## src/rtl/rf_pkg.sv

```systemverilog
// Shared register-file constants and types for the write-back path.
package rf_pkg;

   localparam int unsigned NREG      = 32;
   localparam int unsigned AW        = 5;
   localparam int unsigned DW        = 32;
   localparam int unsigned N_REQ_DEF = 3;

   typedef logic [AW-1:0] rf_addr_t;
   typedef logic [DW-1:0] rf_data_t;

endpackage : rf_pkg

```

## src/rtl/rr_arbiter.sv

```systemverilog
// Combinational round-robin arbiter: the first requester at or after i_ptr wins.
module rr_arbiter #(
   parameter int unsigned N  = 3,
   parameter int unsigned PW = $clog2(N)
) (
   input  logic [N-1:0]  i_req,
   input  logic [PW-1:0] i_ptr,
   output logic [N-1:0]  o_gnt_c,
   output logic [PW-1:0] o_gnt_idx_c
);

   logic          w_found;
   logic [PW:0]   w_sum;
   logic [PW-1:0] w_k;

   // Walk the requesters starting at i_ptr, wrapping modulo N, and grant the first valid one
   always_comb begin
      o_gnt_c     = '0;
      o_gnt_idx_c = '0;
      w_found     = 1'b0;
      w_sum       = '0;
      w_k         = '0;
      for (int unsigned i = 0; i < N; i++) begin
         w_sum = {1'b0, i_ptr} + (PW+1)'(i);
         if (w_sum >= (PW+1)'(N)) begin
            w_sum = w_sum - (PW+1)'(N);
         end
         w_k = w_sum[PW-1:0];
         if (!w_found && i_req[w_k]) begin
            w_found       = 1'b1;
            o_gnt_c[w_k]  = 1'b1;
            o_gnt_idx_c   = w_k;
         end
      end
   end

endmodule : rr_arbiter

```

## src/rtl/rf_wb_arbiter.sv

```systemverilog
// Register-file write-port arbiter with a pending-write scoreboard for hazard detection.
module rf_wb_arbiter
   import rf_pkg::*;
#(
   parameter int unsigned N_REQ = rf_pkg::N_REQ_DEF,
   parameter int unsigned AW    = rf_pkg::AW,
   parameter int unsigned DW    = rf_pkg::DW
) (
   input  logic               clk,
   input  logic               rst,
   input  logic [N_REQ-1:0]    i_req_valid,
   input  logic [N_REQ*AW-1:0] i_req_addr,
   input  logic [N_REQ*DW-1:0] i_req_data,
   output logic [N_REQ-1:0]    o_req_ready_c,
   output logic               o_rf_wr,
   output logic [AW-1:0]      o_rf_a3,
   output logic [DW-1:0]      o_rf_wd,
   input  logic               i_issue_valid,
   input  logic [AW-1:0]      i_issue_addr,
   input  logic [AW-1:0]      i_chk_a1,
   input  logic [AW-1:0]      i_chk_a2,
   output logic               o_busy1_c,
   output logic               o_busy2_c,
   output logic               o_busy_dst_c,
   output logic               o_err
);

   localparam int unsigned PW = $clog2(N_REQ);
   localparam int unsigned NR = 1 << AW;

   logic [PW-1:0]    r_ptr;
   logic             r_rf_wr;
   logic [AW-1:0]    r_rf_a3;
   logic [DW-1:0]    r_rf_wd;
   logic [NR-1:0]    r_busy;
   logic             r_err;

   logic [N_REQ-1:0] w_gnt;
   logic [PW-1:0]    w_idx;
   logic             w_any;
   logic [AW-1:0]    w_addr_arr [N_REQ];
   logic [DW-1:0]    w_data_arr [N_REQ];
   logic [AW-1:0]    w_gaddr;
   logic [DW-1:0]    w_gdata;
   logic [NR-1:0]    w_busy_nxt;
   logic             w_clr_hit;
   logic             w_waw;
   logic             w_unsb;

   for (genvar g = 0; g < N_REQ; g++) begin : g_unpack
      assign w_addr_arr[g] = i_req_addr[g*AW +: AW];
      assign w_data_arr[g] = i_req_data[g*DW +: DW];
   end

   rr_arbiter #(.N(N_REQ), .PW(PW)) u_rr (
      .i_req       (i_req_valid),
      .i_ptr       (r_ptr),
      .o_gnt_c     (w_gnt),
      .o_gnt_idx_c (w_idx)
   );

   assign w_any         = |w_gnt;
   assign w_gaddr       = w_addr_arr[w_idx];
   assign w_gdata       = w_data_arr[w_idx];
   assign o_req_ready_c = w_gnt;

   // Scoreboard next state: retire the write in flight, then mark the new issue (set wins)
   always_comb begin
      w_busy_nxt = r_busy;
      if (r_rf_wr) begin
         w_busy_nxt[r_rf_a3] = 1'b0;
      end
      if (i_issue_valid) begin
         w_busy_nxt[i_issue_addr] = 1'b1;
      end
      w_busy_nxt[0] = 1'b0;
   end

   // Protocol checks: re-issue of a still-pending register, or a write nobody scoreboarded
   always_comb begin
      w_clr_hit = r_rf_wr && (r_rf_a3 == i_issue_addr);
      w_waw     = i_issue_valid && (i_issue_addr != '0) && r_busy[i_issue_addr] && !w_clr_hit;
      w_unsb    = w_any && (w_gaddr != '0) && !r_busy[w_gaddr];
   end

   // Pointer, output stage, scoreboard and sticky error registers
   always_ff @(posedge clk or posedge rst) begin
      if (rst) begin
         r_ptr   <= '0;
         r_rf_wr <= 1'b0;
         r_rf_a3 <= '0;
         r_rf_wd <= '0;
         r_busy  <= '0;
         r_err   <= 1'b0;
      end else begin
         r_rf_wr <= w_any && (w_gaddr != '0);
         if (w_any) begin
            r_ptr   <= (w_idx == PW'(N_REQ - 1)) ? '0 : PW'(w_idx + PW'(1));
            r_rf_a3 <= w_gaddr;
            r_rf_wd <= w_gdata;
         end
         r_busy <= w_busy_nxt;
         r_err  <= r_err | w_waw | w_unsb;
      end
   end

   assign o_rf_wr      = r_rf_wr;
   assign o_rf_a3      = r_rf_a3;
   assign o_rf_wd      = r_rf_wd;
   assign o_err        = r_err;
   assign o_busy1_c    = r_busy[i_chk_a1];
   assign o_busy2_c    = r_busy[i_chk_a2];
   assign o_busy_dst_c = r_busy[i_issue_addr];

endmodule : rf_wb_arbiter

```

## config.mk

```make
export PLATFORM = sky130hd
export DESIGN_NAME = rf_wb_arbiter
export DESIGN_NICKNAME = d
export VERILOG_FILES = /design/src/rtl/rf_pkg.sv /design/src/rtl/rr_arbiter.sv /design/src/rtl/rf_wb_arbiter.sv
export SDC_FILE = /design/constraint.sdc
export NUM_CORES = 1
export LEC_CHECK = 0
export ABC_AREA = 1
export ABC_CLOCK_PERIOD_IN_PS = 2500
export BUFFER_PORTS_ARGS = -buffer_cell sky130_fd_sc_hd__clkbuf_2
export CAP_MARGIN = 25
export CORE_ASPECT_RATIO = 0.8
export CORE_MARGIN = 3
export CORE_UTILIZATION = 46
export DETAILED_ROUTE_END_ITERATION = 6
export PLACE_DENSITY = 0.77
export REMOVE_ABC_BUFFERS = 1
export SLEW_MARGIN = 20
export SYNTH_ARGS = -nofsm -noshare
export SYNTH_HDL_FRONTEND = slang
export SYNTH_SLANG_ARGS = --single-unit
export TNS_END_PERCENT = 1
```

## constraint.sdc

```tcl
create_clock -name clk -period 2.5 [get_ports clk]
set_input_delay 0.5 -clock clk [delete_from_list [all_inputs] [get_ports clk]]
set_output_delay 0.5 -clock clk [all_outputs]
set_load 0.05 [all_outputs]
```

# ---- After elaboration in Yosys (flattened, before gate mapping)
# Index checks and enable logic that the tools add are counted.
# W data, S select, Z words.
dict set report totals {
  reg_bits 72
  input_bits 132
  output_inout_bits 45
  word_cells 103
}
dict set report classes {
  n_addsub 6
  n_lt_le_gt_ge 17
  eq_ne 2
  muxes 44
  bitwise 8
  reduce_logical 20
}
# cell n
set op_table {}
lappend op_table {{$mux W32} 4}
lappend op_table {{$bmux W32 S2} 1}
lappend op_table {{$and A32 B32 Y32} 1}
lappend op_table {{$not A32 Y32} 1}
lappend op_table {{$or A32 B32 Y32} 1}
lappend op_table {{$lt A5 B6 Y1 const B} 5}
lappend op_table {{$bmux W1 S5} 4}
lappend op_table {{$mux W1} 14}
lappend op_table {{$mux W2} 7}
lappend op_table {{$logic_and A1 B1 Y1} 13}
lappend op_table {{$bmux W5 S2} 1}
lappend op_table {{$demux W1 S5} 2}
lappend op_table {{$ge A5 B1 Y1 const B} 2}
lappend op_table {{$mux W5} 2}
lappend op_table {{$reduce_bool A5 Y1} 2}
lappend op_table {{$lt A2 B3 Y1 const B} 3}
lappend op_table {{$mux W3} 3}
lappend op_table {{$bmux W1 S2} 3}
lappend op_table {{$demux W1 S2} 3}
lappend op_table {{$ge A2 B1 Y1 const B} 3}
lappend op_table {{$ge A3 B2 Y1 const B} 2}
lappend op_table {{$or A3 B3 Y3} 2}
lappend op_table {{$sub A2 B2 Y2 const B} 3}
lappend op_table {{$eq A5 B5 Y1} 1}
lappend op_table {{other kinds (10)} 14}

# ---- Logic depth before layout (Yosys ltp)
dict set report logic_depth {
  depth_word 20
  ltp_mapped 22
  mapped_depth_nobuf 21
}

# ---- Modules after synthesis
# From an unflattened synthesis, not the netlist that was laid out.
dict set report hier_totals {
  cells_unflattened 749
  hier_area_um2 5103.6
}
# mod instances cells_per_inst area_each_um2
set modules_own_cells {}
lappend modules_own_cells {rf_wb_arbiter 1 687 4787.1}
lappend modules_own_cells {rr_arbiter 1 62 316.6}

# ---- Worst setup path before layout
# OpenSTA, ideal clock, no wires.
dict set report synth_timing {
  kind {in2out}
  start {in i_chk_a2[0]}
  end {out o_busy2_c}
  arrival_ns 2.335
  setup_slack_ns -0.335
  cell_stages 8
  n_path_buf 2
  cell_sequence {clkbuf_1 > inv_1 > clkbuf_1 > o21ai_0 > a21oi_1 > o21ai_0 > nand3_1 > a31oi_1}
}
dict set report synth_via {
  elab_chain_len 2
}
# item line
set synth_lines {}
lappend synth_lines {{start, declared} rf_wb_arbiter.sv:21} ;# input logic [AW-1:0] i_chk_a2,
lappend synth_lines {{$bmux W1 S5} rf_wb_arbiter.sv:112} ;# assign o_busy2_c = r_busy[i_chk_a2];
lappend synth_lines {{$mux W1 (implied by the code)} rf_wb_arbiter.sv:112}
lappend synth_lines {{end, declared} rf_wb_arbiter.sv:23} ;# output logic o_busy2_c,
# Every way passes these cells. The select of a mux whose other input is x is not followed.

# ---- Worst setup path after layout
dict set report layout_timing {
  start {reg r_ptr[0]}
  end {out o_req_ready_c[2]}
}
dict set report layout_via {
  elab_chain_len 11
  word_cells_on_any_way 43
  classes_between {add/sub: 5; order compare: 9; mux: 20; bitwise: 2; reduce/logical: 7}
}
# item line
set layout_lines {}
lappend layout_lines {{start, declared} rf_wb_arbiter.sv:31} ;# logic [PW-1:0] r_ptr;
lappend layout_lines {{start signal, assigned} rf_wb_arbiter.sv:98} ;# r_ptr <= (w_idx == PW'(N_REQ - 1)) ? '0 : PW'(w_idx + PW'(1));
lappend layout_lines {{$add A2 B1 Y3, or another cell as far along} rr_arbiter.sv:24} ;# w_sum = {1'b0, i_ptr} + (PW+1)'(i);
lappend layout_lines {{$ge A3 B2 Y1, or another cell as far along} rr_arbiter.sv:25} ;# if (w_sum >= (PW+1)'(N)) begin
lappend layout_lines {{$mux W2, or another cell as far along} rr_arbiter.sv:25}
lappend layout_lines {{$lt A2 B3 Y1 (implied by the code), or another cell as far along} rr_arbiter.sv:31} ;# o_gnt_c[w_k] = 1'b1;
lappend layout_lines {{$logic_and A1 B1 Y1 (implied by the code), or another cell as far along} rr_arbiter.sv:31}
lappend layout_lines {{$mux W1 (implied by the code), or another cell as far along} rr_arbiter.sv:31}
lappend layout_lines {{$demux W1 S2, or another cell as far along} n/a}
lappend layout_lines {{$or A3 B3 Y3 (no line) or $mux W1 (tied branches)} n/a}
lappend layout_lines {{$mux W3 or $logic_not A1 Y1 (tied branches)} rr_arbiter.sv:29} ;# if (!w_found && i_req[w_k]) begin
lappend layout_lines {{$or A3 B3 Y3 (no line) or $logic_and A1 B1 Y1 (tied branches)} n/a}
lappend layout_lines {{$mux W3 *} rr_arbiter.sv:29}
lappend layout_lines {{end, declared} rf_wb_arbiter.sv:14} ;# output logic [N_REQ-1:0] o_req_ready_c,
# Every way passes the cells marked *; elsewhere a longest branch is shown, timed or not. The select of a mux whose other input is x is not followed.

==> results.cfg <==
[timing]
max-slew-margin-rel_pct = 57.4
finalCritPeriodShare_pct = 103
setup_viol = 3
setup_ws_ns = -0.0786
rsz0062_at_grt = yes
period_minus_slack_ns = 2.58
finalHoldViolCount = 0
skew_ns = 0.00739
clock.fmax_mhz = 388
drv_slew = 0
worst-slew-pin-transition_ns = 0.638

[die]
rows = 33
die_x_microns = 123
start_util_pct = 48.4
design.portCount = 177
die_area_sq_um = 12300
fp.dieH_microns = 100
core-area_sq_um = 10500

[clock_tree]
cts.reportedPaths.clkPinSlew_ns = 0.06
cts_made_buffers = 9
clk_latency_ns = 0.34
htreeDepth = 3
ctsLongestPathBuffers = 2
clock_sinks = 72
cts_tree = done
cts_root_buf = clkbuf_16
cts_hold_buf = 0

[routing]
routed-via-count = 6421
drc = 0
drt-vias-per-instance = 5.80
drt_wl_total_microns = 19500
routedWlPerCell_microns = 17.6
drtIter0Drc = 791
ant_nets = 0
drtPass1Iterations = 7

[synthesis]
synth-edff-count = 0
yosysTopAreaCellShare_pct = 35.5
synth_area_sq_um = 5080
synthArstFlopShare_pct = 100
synth_cells = 759
yosys_warnings = 0
synth_common_cells = o21ai_0, nor2_1, a21oi_1
synthTopCellsByArea = dfrtp_1, o21ai_0, a21oi_1
syn_area_per_cell_sq_um = 6.69
synth_most_common_cell = o21ai_0
synth_top_cell_by_area = dfrtp_1
seq_area_frac_synth_pct = 35.5
ys.flop_type = dfrtp_1
synth_cell_type_count = 34
synth_seq_cells = 72

[global_routing]
grt.overflow.total = 0
grt_pass1_vias = 5619
grt_usage_pct = 29.5
grt_max_degree = 65
grt_pass1_wl_microns = 28700
antenna_found_initial = 0

[critical_path]
path_class = reg2out
r2r-start = r_ptr[0]
worstPathRequired_ns = 2.00
worst_r2r_endpoint = o_err
rrSetupSlack_ns = -0.03
cp_max_fo = 5
worst_r2r_path_depth = 19
cp.arrival_ns = 2.08
cp-end-kind = primary output
start_kind = flop

[status]
violations = negative setup slack
status = finished, violations left

[finish]
drive_gt1_share_pct = 31.7
post-route-util_pct = 67.1
antennaDiodeCount = 0
nNetsFinal = 1099
area_growth_pct = 38.6

[worst_hold_path]
hp-class = in2async

[placement]
hpwl_microns = 13900
io_buffers = 176
place.gp.congestion = 0.983

[run]
maxCapViolations = 0
-- worst max-delay path by stage --
stage,startpoint,end,slack [ns]
final,r_ptr[0],o_req_ready_c[2],-0.08
after floorplan,r_ptr[0],o_err,-1.46
after global placement,r_ptr[0],o_err,0.006
after detailed placement,r_ptr[0],o_err,-0.07
after global routing,r_ptr[0],o_err,-0.14
after CTS,r_ptr[0],o_req_ready_c[2],-0.05
-- registers in the layout, summed over array words and instances (netlist names) --
| name | flops |
|---|---|
| o_err | 1 |
| o_rf_a3 | 5 |
| o_rf_wd | 32 |
| o_rf_wr | 1 |
| r_busy | 31 |
| r_ptr | 2 |
-- layout make-up --
class | instances | area, sq um
multi-input cells | 577 | 3120
fillers | 923 | 3450
clock inverters | 5 | 33.8
repair buffers | 220 | 1340
flip-flops and latches | 72 | 1810
well taps | 140 | 175
inverters | 83 | 327
clock buffers | 11 | 233
-- routing by layer --
| metal | up-vias | share of wire (%) | wire [microns] | track usage [%] |
|---|---|---|---|---|
| met1 | 2953 | 41 | 7990 | 42.8 |
| met4 | 0 | 1.6 | 308 | 6.38 |
| met2 | 414 | 46 | 8900 | 44.4 |
| met3 | 41 | 12 | 2270 | 7.83 |
| li1 | 3013 | - | - | - |
| met5 | - | 0 | 0 | 0 |
-- cell usage in the layout (no fill, tap or decap), drive strengths merged --
master and count:
clkbuf 184, o21ai 152, nor2 106, a21oi 102, nand2 90, inv 82, nand3 81, dfrtp 72
buf 47, nor3 8, o22ai 7, o221ai 5, o211ai 4, a22oi 4, ha 4, clkinv 4
nand3b 3, a31oi 3, xor2 2, clkinvlp 2, nand4 2, nor4 2, a221oi 1, o31ai 1
-- stage by stage --
step	std cells	setup WS (ns)	instance area, sq um	TNS [ns]	hold WS, ns
global placement	1076	0.00562	6280	0	0.491
CTS	1093	-0.0475	6620	-0.0572	0.253
detailed placement	1076	-0.0731	6280	-0.0731	0.499
floorplan	730	-1.46	4940	-44.39	0.472
finish	1108	-0.0786	7040	-0.114	0.224
global route	1108	-0.145	7040	-1.00	0.284
-- kinds of logic (layout without fill, tap and decap cells) --
family | count (synthesis) | after routing | share of synthesized area, %
flops | 72 | 72 | 35.5
simple gates | 290 | 292 | 25.5
fa+ha+maj | 4 | 4 | 0.986
compound gates | 279 | 279 | 28.8
buf+inv | 112 | 319 | 8.87
xor+xnor | 2 | 2 | 0.345
-- timing repair --
| item | in CTS | in global routing |
|---|---|---|
| cloned | 0 | 2 |
| resized for setup | 16 | 76 |
| setup endpoints to repair | 5 | 40 |
| pin swaps | 6 | 27 |
| buffers inserted | 1 | 13 |
-- worst max-delay path, cell delays in order (launching register included) --
cell and delay [ns]:
dfrtp_2 0.43, inv_2 0.07, ha_4 0.31, inv_6 0.05
nand2_2 0.05, nand3_2 0.06, nand2_2 0.10, nand2_4 0.07
buf_6 0.12, o211ai_1 0.23, clkbuf_8 0.24
Power is not shown: default switching activity piles up to over one toggle a cycle in this logic, so the estimate is an artifact.
